[config.mk]
export PLATFORM = sky130hd
export DESIGN_NAME = vend_sched
export DESIGN_NICKNAME = d
export VERILOG_FILES = /design/src/rtl/vend_sched.sv
export SDC_FILE = /design/constraint.sdc
export NUM_CORES = 1
export LEC_CHECK = 0
export BUFFER_PORTS_ARGS = -buffer_cell sky130_fd_sc_hd__buf_2
export CAP_MARGIN = 25
export CORE_AREA = 5 5 63 79
export CTS_CLUSTER_SIZE = 40
export DETAILED_ROUTE_END_ITERATION = 16
export DIE_AREA = 0 0 68 84
export GPL_TIMING_DRIVEN = 0
export PLACE_DENSITY = 0.67
export SYNTH_ARGS = -nofsm -noshare
export SYNTH_HDL_FRONTEND = slang
export SYNTH_SLANG_ARGS = --single-unit
[constraint.sdc]
create_clock -name clk -period 5.8 [get_ports clk]
set_input_delay 0.58 -clock clk [delete_from_list [all_inputs] [get_ports clk]]
set_output_delay 0.58 -clock clk [all_outputs]
set_load 0.02 [all_outputs]
[src/rtl/vend_sched.sv]
// vend_sched: round-robin arbiter sharing one product motor and change hopper among NREQ vending panels
module vend_sched #(
  parameter int NREQ       = 4,
  parameter int TIMEOUT    = 255,
  parameter int STOCK_W    = 8,
  parameter int STOCK_INIT = 20
) (
  input  logic               clk,
  input  logic               rst,
  input  logic [NREQ-1:0]    req_i,
  input  logic [NREQ-1:0]    chg_i,
  input  logic               refill_i,
  input  logic [STOCK_W-1:0] refill_cnt_i,
  output logic               disp_start_o,
  input  logic               disp_done_i,
  output logic               chg_start_o,
  input  logic               chg_done_i,
  output logic [NREQ-1:0]    ack_o,
  output logic               err_o,
  output logic               busy_o,
  output logic               empty_o,
  output logic               fault_o,
  output logic [STOCK_W-1:0] stock_o
);
  localparam int PW = $clog2(NREQ);
  localparam int TW = $clog2(TIMEOUT + 2);
  typedef enum logic [2:0] {IDLE, DISP, CHG, ACK, FAULT} state_t;
  state_t state_q, state_d;
  logic [PW-1:0] ptr_q, ptr_d, g_q, g_d, gnt, idx;
  logic gchg_q, gchg_d, errq_q, errq_d, fault_q, fault_d, found, tmo, acking;
  logic [TW-1:0] timer_q, timer_d;
  logic [STOCK_W-1:0] stock_q, stock_d;
  always_comb begin
    found = 1'b0;
    gnt = ptr_q;
    idx = ptr_q;
    for (int i = NREQ - 1; i >= 0; i--) begin
      idx = PW'((int'(ptr_q) + i) % NREQ);
      if (req_i[idx]) begin
        found = 1'b1;
        gnt = idx;
      end
    end
  end
  assign tmo = timer_q == TW'(TIMEOUT);
  always_comb begin
    state_d = state_q;
    ptr_d = ptr_q;
    g_d = g_q;
    gchg_d = gchg_q;
    errq_d = errq_q;
    stock_d = stock_q;
    fault_d = fault_q;
    timer_d = (state_q == DISP || state_q == CHG) ? timer_q + 1'b1 : '0;
    case (state_q)
      IDLE:
        if (refill_i) stock_d = refill_cnt_i;
        else if (found) begin
          g_d = gnt;
          gchg_d = chg_i[gnt];
          errq_d = stock_q == '0;
          state_d = (stock_q == '0) ? ACK : DISP;
        end
      DISP:
        if (disp_done_i) begin
          stock_d = stock_q - 1'b1;
          errq_d = 1'b0;
          state_d = gchg_q ? CHG : ACK;
        end else if (tmo) state_d = FAULT;
      CHG:
        if (chg_done_i) begin
          errq_d = 1'b0;
          state_d = ACK;
        end else if (tmo) state_d = FAULT;
      ACK: begin
        ptr_d = (g_q == PW'(NREQ - 1)) ? '0 : g_q + 1'b1;
        state_d = IDLE;
      end
      FAULT:
        if (refill_i) begin
          stock_d = refill_cnt_i;
          fault_d = 1'b0;
          state_d = IDLE;
        end else fault_d = 1'b1;
      default: state_d = IDLE;
    endcase
    if (state_d != state_q) timer_d = '0;
  end
  always_ff @(posedge clk or negedge rst)
    if (!rst) begin
      state_q <= IDLE;
      ptr_q <= '0;
      g_q <= '0;
      gchg_q <= 1'b0;
      errq_q <= 1'b0;
      timer_q <= '0;
      stock_q <= STOCK_W'(STOCK_INIT);
      fault_q <= 1'b0;
    end else begin
      state_q <= state_d;
      ptr_q <= ptr_d;
      g_q <= g_d;
      gchg_q <= gchg_d;
      errq_q <= errq_d;
      timer_q <= timer_d;
      stock_q <= stock_d;
      fault_q <= fault_d;
    end
  assign acking = state_q == ACK || (state_q == FAULT && !fault_q);
  assign ack_o = acking ? NREQ'(1) << g_q : '0;
  assign err_o = acking && (state_q == FAULT || errq_q);
  assign disp_start_o = state_q == DISP && timer_q == '0;
  assign chg_start_o = state_q == CHG && timer_q == '0;
  assign busy_o = state_q != IDLE;
  assign empty_o = stock_q == '0;
  assign fault_o = fault_q;
  assign stock_o = stock_q;
endmodule

### Word level (Yosys, flattened, before mapping)

Cells that the tools add are included.

| word-level totals | value |
|---|---|
| logic and storage cells | 91 |
| input bits | 21 |
| bits in registers | 27 |

| cells by class | value |
|---|---|
| reduce and logical (&&, ||, !) cells | 18 |
| bitwise logic cells | 1 |
| equality and inequality tests | 12 |
| shift-type cells | 1 |
| muxes and demuxes | 40 |
| $add $sub $neg | 6 |
| magnitude comparators | 5 |

Operators by type and width:

| kind | number |
|---|---|
| 3-bit 2-to-1 mux | 6 |
| 9-bit 2-to-1 mux | 2 |
| 8-bit 2-to-1 mux | 2 |
| 8-bit case mux with 2 select lines | 1 |
| 2-bit by 3-bit less-than comparator with 1-bit output (second input constant) | 5 |
| 1-bit 2-to-1 mux | 15 |
| 2-bit 2-to-1 mux | 6 |
| 3-bit case mux with 4 select lines | 1 |
| 1-bit binary-select mux with 2-bit select | 5 |
| 9-bit by 1-bit adder with 9-bit output (second input constant) | 1 |
| 9-bit by 8-bit equality test with 1-bit output (second input constant) | 1 |
| 9-bit logical NOT | 1 |
| 8-bit logical NOT | 1 |
| 2-bit != test (second input constant) | 4 |
| 8-bit by 1-bit subtractor with 8-bit output (second input constant) | 1 |
| 3-bit by 2-bit equality test with 1-bit output (second input constant) | 2 |
| 3-bit AND reduction | 2 |
| 3-bit nonzero test | 2 |
| 5-bit AND reduction | 1 |
| 2-bit by 1-bit adder with 2-bit output (second input constant) | 2 |
| 2-bit adder (second input constant) | 2 |
| 1-bit logical AND | 4 |
| 4-bit 2-to-1 mux | 1 |
| 1-bit by 2-bit left shift with 4-bit output (first input constant) | 1 |
| other kinds (12) | 14 |

### Logic depth before layout (Yosys ltp)

| logic depth | value |
|---|---|
| depth in word-level cells | 12 |
| gate-level depth with buffers | 9 |
| gate-level depth less buffers | 9 |

### Worst setup path before layout

No wires, ideal clock.

| timing | value |
|---|---|
| path type | reg-to-output |
| start point | reg timer_q[0] |
| end point | out chg_start_o |
| slack | 3.869 ns |
| buffers on the path | 0 |
| arrival time | 1.351 ns |
| data required time | 5.220 ns |
| cell stages (with the launch flop) | 6 |
| cell sequence | dfrtp_1 -> inv_1 -> ha_1 -> nor4b_1 -> nand2_1 -> nor3_1 |

| between the ends | value |
|---|---|
| longest elaborated chain between the ends | 2 |

RTL lines:

| item | RTL line | source |
|---|---|---|
| start, declared | 31 | `logic [TW-1:0] timer_q, timer_d;` |
| start signal, assigned | 105 | `timer_q <= timer_d;` |
| 9-bit logical NOT | 113 | `assign chg_start_o = state_q == CHG && timer_q == '0;` |
| 1-bit logical AND | 113 |  |
| end, declared | 16 | `output logic chg_start_o,` |

No other way between the ends.

### Final worst setup path

| timing | value |
|---|---|
| start point | reg state_q[1] |
| end point | out err_o |

| between the ends | value |
|---|---|
| longest elaborated chain between the ends | 4 |
| elaborated cells between the ends (all ways) | 6 |
| classes of those cells | eq/ne: 2; reduce/logical: 4 |

RTL lines:

| item | RTL line | source |
|---|---|---|
| start, declared | 28 | `state_t state_q, state_d;` |
| start signal, assigned | 100 | `state_q <= state_d;` |
| 3-bit equality test | 109, 111 |  |
| 1-bit logical AND | 109 | `assign acking = state_q == ACK \|\| (state_q == FAULT && !fault_q);` |
| 1-bit logical OR | 109 |  |
| 1-bit logical AND (*) | 111 | `assign err_o = acking && (state_q == FAULT \|\| errq_q);` |
| end, declared | 19 | `output logic err_o,` |

Mark *: on every way between the ends. The rest lies on a longest branch, timed or not.

==> flow_summary.yaml <==
routing:
  routed_wl_microns: 4070
  viasPerCell: 5.28
  drt-pass1-iter-count: 4
  vias: 1621
  ant_nets: 0
  drt_iter0_drc: 78
  drc: 0
  avgRoutedWirePerCell_microns: 13.3
power:
  switching_power_uw: 424
  p_seq_frac: 0.330
  power_density_nw_per_um2: 433
  switching_share: 0.461
  p_clk_frac: 0.117
  pwr-share-comb: 0.553
  p_leak_uw: 0.000952
  p_int_uw: 495
  ir_drop_v: 0.000170
  power_uw: 919
floorplan:
  rows: 27
  io_pins: 39
  die_w_microns: 68
  fp.coreArea_sq_um: 4220
  initial_core_util: 0.432
  dieArea_sq_um: 5710
  die_h_microns: 84
cts:
  cts_root_buffer: "clkbuf_8"
  cts_tree: "done"
  insertion_delay_ns: 0.27
  h-tree-depth: 1
  clockBufferDepth: 2
  holdBufCountCts: 0
  cts_resized: 0
  cts.sinks: 27
  numCtsBuffers: 3
  clk_pin_slew_ns: 0.10
  post-cts-setup-buffers: 0
logic_synthesis:
  yosys.area_share.simple: 0.259
  synth_compound_area_frac: 0.208
  seq_area_frac_synth: 0.372
  syn_nets: 239
  synth_top_family_by_area: "simple AND/OR/NAND/NOR gates"
  synth_seq_cells: 27
  avgSynthCellArea_sq_um: 8.73
  synth_edf_count: 0
  post_synth_xor_area_fraction: 0.0288
  netlist_area_sq_um: 1820
  synth.largest_area_cell: "dfrtp_1"
  async_flop_share: 1.00
  synth_top_cell_area_share: 0.343
  synthFlopType: "dfrtp_1"
  synth-adder-area-share: 0.0617
  synth_cell_types: 48
  muxShareOfSynthArea: 0.0233
  ys_warn_count: 0
  synth_cells: 209
  yosys-top-cells-area: "dfrtp_1 (34%), ha_1 (6.2%), nor2_1 (5.8%)"
timing:
  relSlewSlack: 0.583
  drv_slew: 0
  fin_hold_ws_ns: 0.310
  fin_skew_ns: 0.00639
  fin_crit_ns: 2.45
  max_slew.worst_pin.slew_ns: 0.626
  period_share: 0.423
  fmax_ghz: 0.408
  finalSetupViolCount: 0
  setup_tns_ns: 0
  finalHoldViolations: 0
  rsz0062_at_grt: "false"
finish:
  fill_cells: 406
  regArea_sq_um: 678
  layout_commonest_cell: "buf_2"
  multiInputGateArea_sq_um: 1060
  layout-drive-gt1-share: 0.229
  area_growth_syn_to_layout_pct: 16.4
  antennaDiodeCount: 0
  fin_util: 0.503
  mostFrequentLayoutCells: "buf_2 (39), nor2_1 (28), dfrtp_1 (25)"
  num-nets-final: 280
placed_design:
  numPortBuffers: 36
  dp_hpwl_microns: 3160
  gp_congestion: 0.861
global_routing:
  antenna_found_initial: 0
  grt_pass1_vias: 1607
  overflow: 0
  grt_max_degree: 28
  grt_pass1_wl_microns: 6970
  track_usage: 0.150
worst_setup_path:
  required_ns: 5.22
  worst-endpoint-arrival_ns: 1.87
  regToRegSetupSlack_ns: 3.79
  r2r_end: "timer_q[4]"
  worstSetupStartpointType: "flop"
  rr_worst_depth: 8
  worstSetupEndpointType: "output port"
  reg2reg_from: "timer_q[0]"
  crit_fanout: 10
  path_class: "reg2out"
hold_path:
  hp-class: "in2async"
run_status:
  outcome: "finished clean"
flow_run:
  max_cap_viol_count: 0
-- Yosys cell counts, types with 3 or more instances --
| master | number |
|---|---|
| nor2_1 | 28 |
| dfrtp_1 | 25 |
| nand2_1 | 18 |
| a21oi_1 | 13 |
| inv_1 | 10 |
| nor2b_1 | 10 |
| o21ai_0 | 10 |
| ha_1 | 9 |
| and3_1 | 7 |
| nor3_1 | 7 |
| clkbuf_1 | 6 |
| nand2b_1 | 5 |
| nand3_1 | 5 |
| o22ai_1 | 4 |
| xnor2_1 | 4 |
| buf_2 | 3 |
| nor4_1 | 3 |
| o2bb2ai_1 | 3 |
-- routing by layer --
metal / vias to the layer above / routed length, microns / track usage
li1: 821 / - / -
met5: - / 0 / 0
met1: 759 / 1740 / 0.184
met3: 4 / 192 / 0.0148
met4: 0 / 29 / 0.0380
met2: 37 / 2110 / 0.268
-- metrics by stage --
| stage | setup slack (ns) | cells | cell area, sq um |
|---|---|---|---|
| after floorplan | 3.87 | 209 | 1820 |
| final | 3.35 | 307 | 2120 |
| after global routing | 3.19 | 307 | 2120 |
| after CTS | 3.31 | 307 | 2120 |
| after detailed placement | 3.64 | 303 | 2080 |
| after global placement | 3.62 | 303 | 2080 |
-- final cells by class --
type	instances	area share
repair buffers	36	0.0849
well taps	58	0.0342
multi-input cells	162	0.499
clock buffers	3	0.0194
clock inverters	1	0.00236
inverters	10	0.0177
plain buffers	10	0.0230
flip-flops and latches	27	0.319
-- kinds of logic (layout without fill, tap and decap cells) --
group	after synthesis	in the layout
AO/OA/AOI/OAI	52	52
XOR/XNOR	6	6
adder cells (fa/ha/maj)	9	9
buffers and inverters	20	60
flip-flops	27	27
multiplexers	4	4
AND/OR/NAND/NOR	91	91
-- power groups by stage --
stage	logic (uW)	clock network (uW)	registers [uW]
floorplan	354	0	328
global placement	504	0	305
detailed placement	511	0	307
CTS	513	112	303
global route	572	120	314
finish	508	107	303
-- flip-flops by register name, indices dropped and copies added, names as in the netlist --
signal,cells
errq_q,1
fault_o,1
g_q,2
gchg_q,1
ptr_q,2
state_q,3
stock_o,8
timer_q,9
-- critical path: stages, from the launching register on --
cell and delay (ns):
dfrtp_1 0.46, nor2_1 0.35, clkbuf_1 0.39, a21oi_1 0.14, nor2_1 0.09, buf_2 0.16
-- worst max path at each step --
stage	start	endpoint	slack [ns]	depth (start not counted)
after floorplan	timer_q[0]	chg_start_o	3.87	5
after global placement	state_q[1]	err_o	3.62	5
after detailed placement	state_q[1]	err_o	3.64	5
after CTS	state_q[1]	err_o	3.31	5
after global routing	state_q[1]	ack_o[0]	3.19	5
final	state_q[1]	err_o	3.35	5
(Power assumes the default switching activity.)
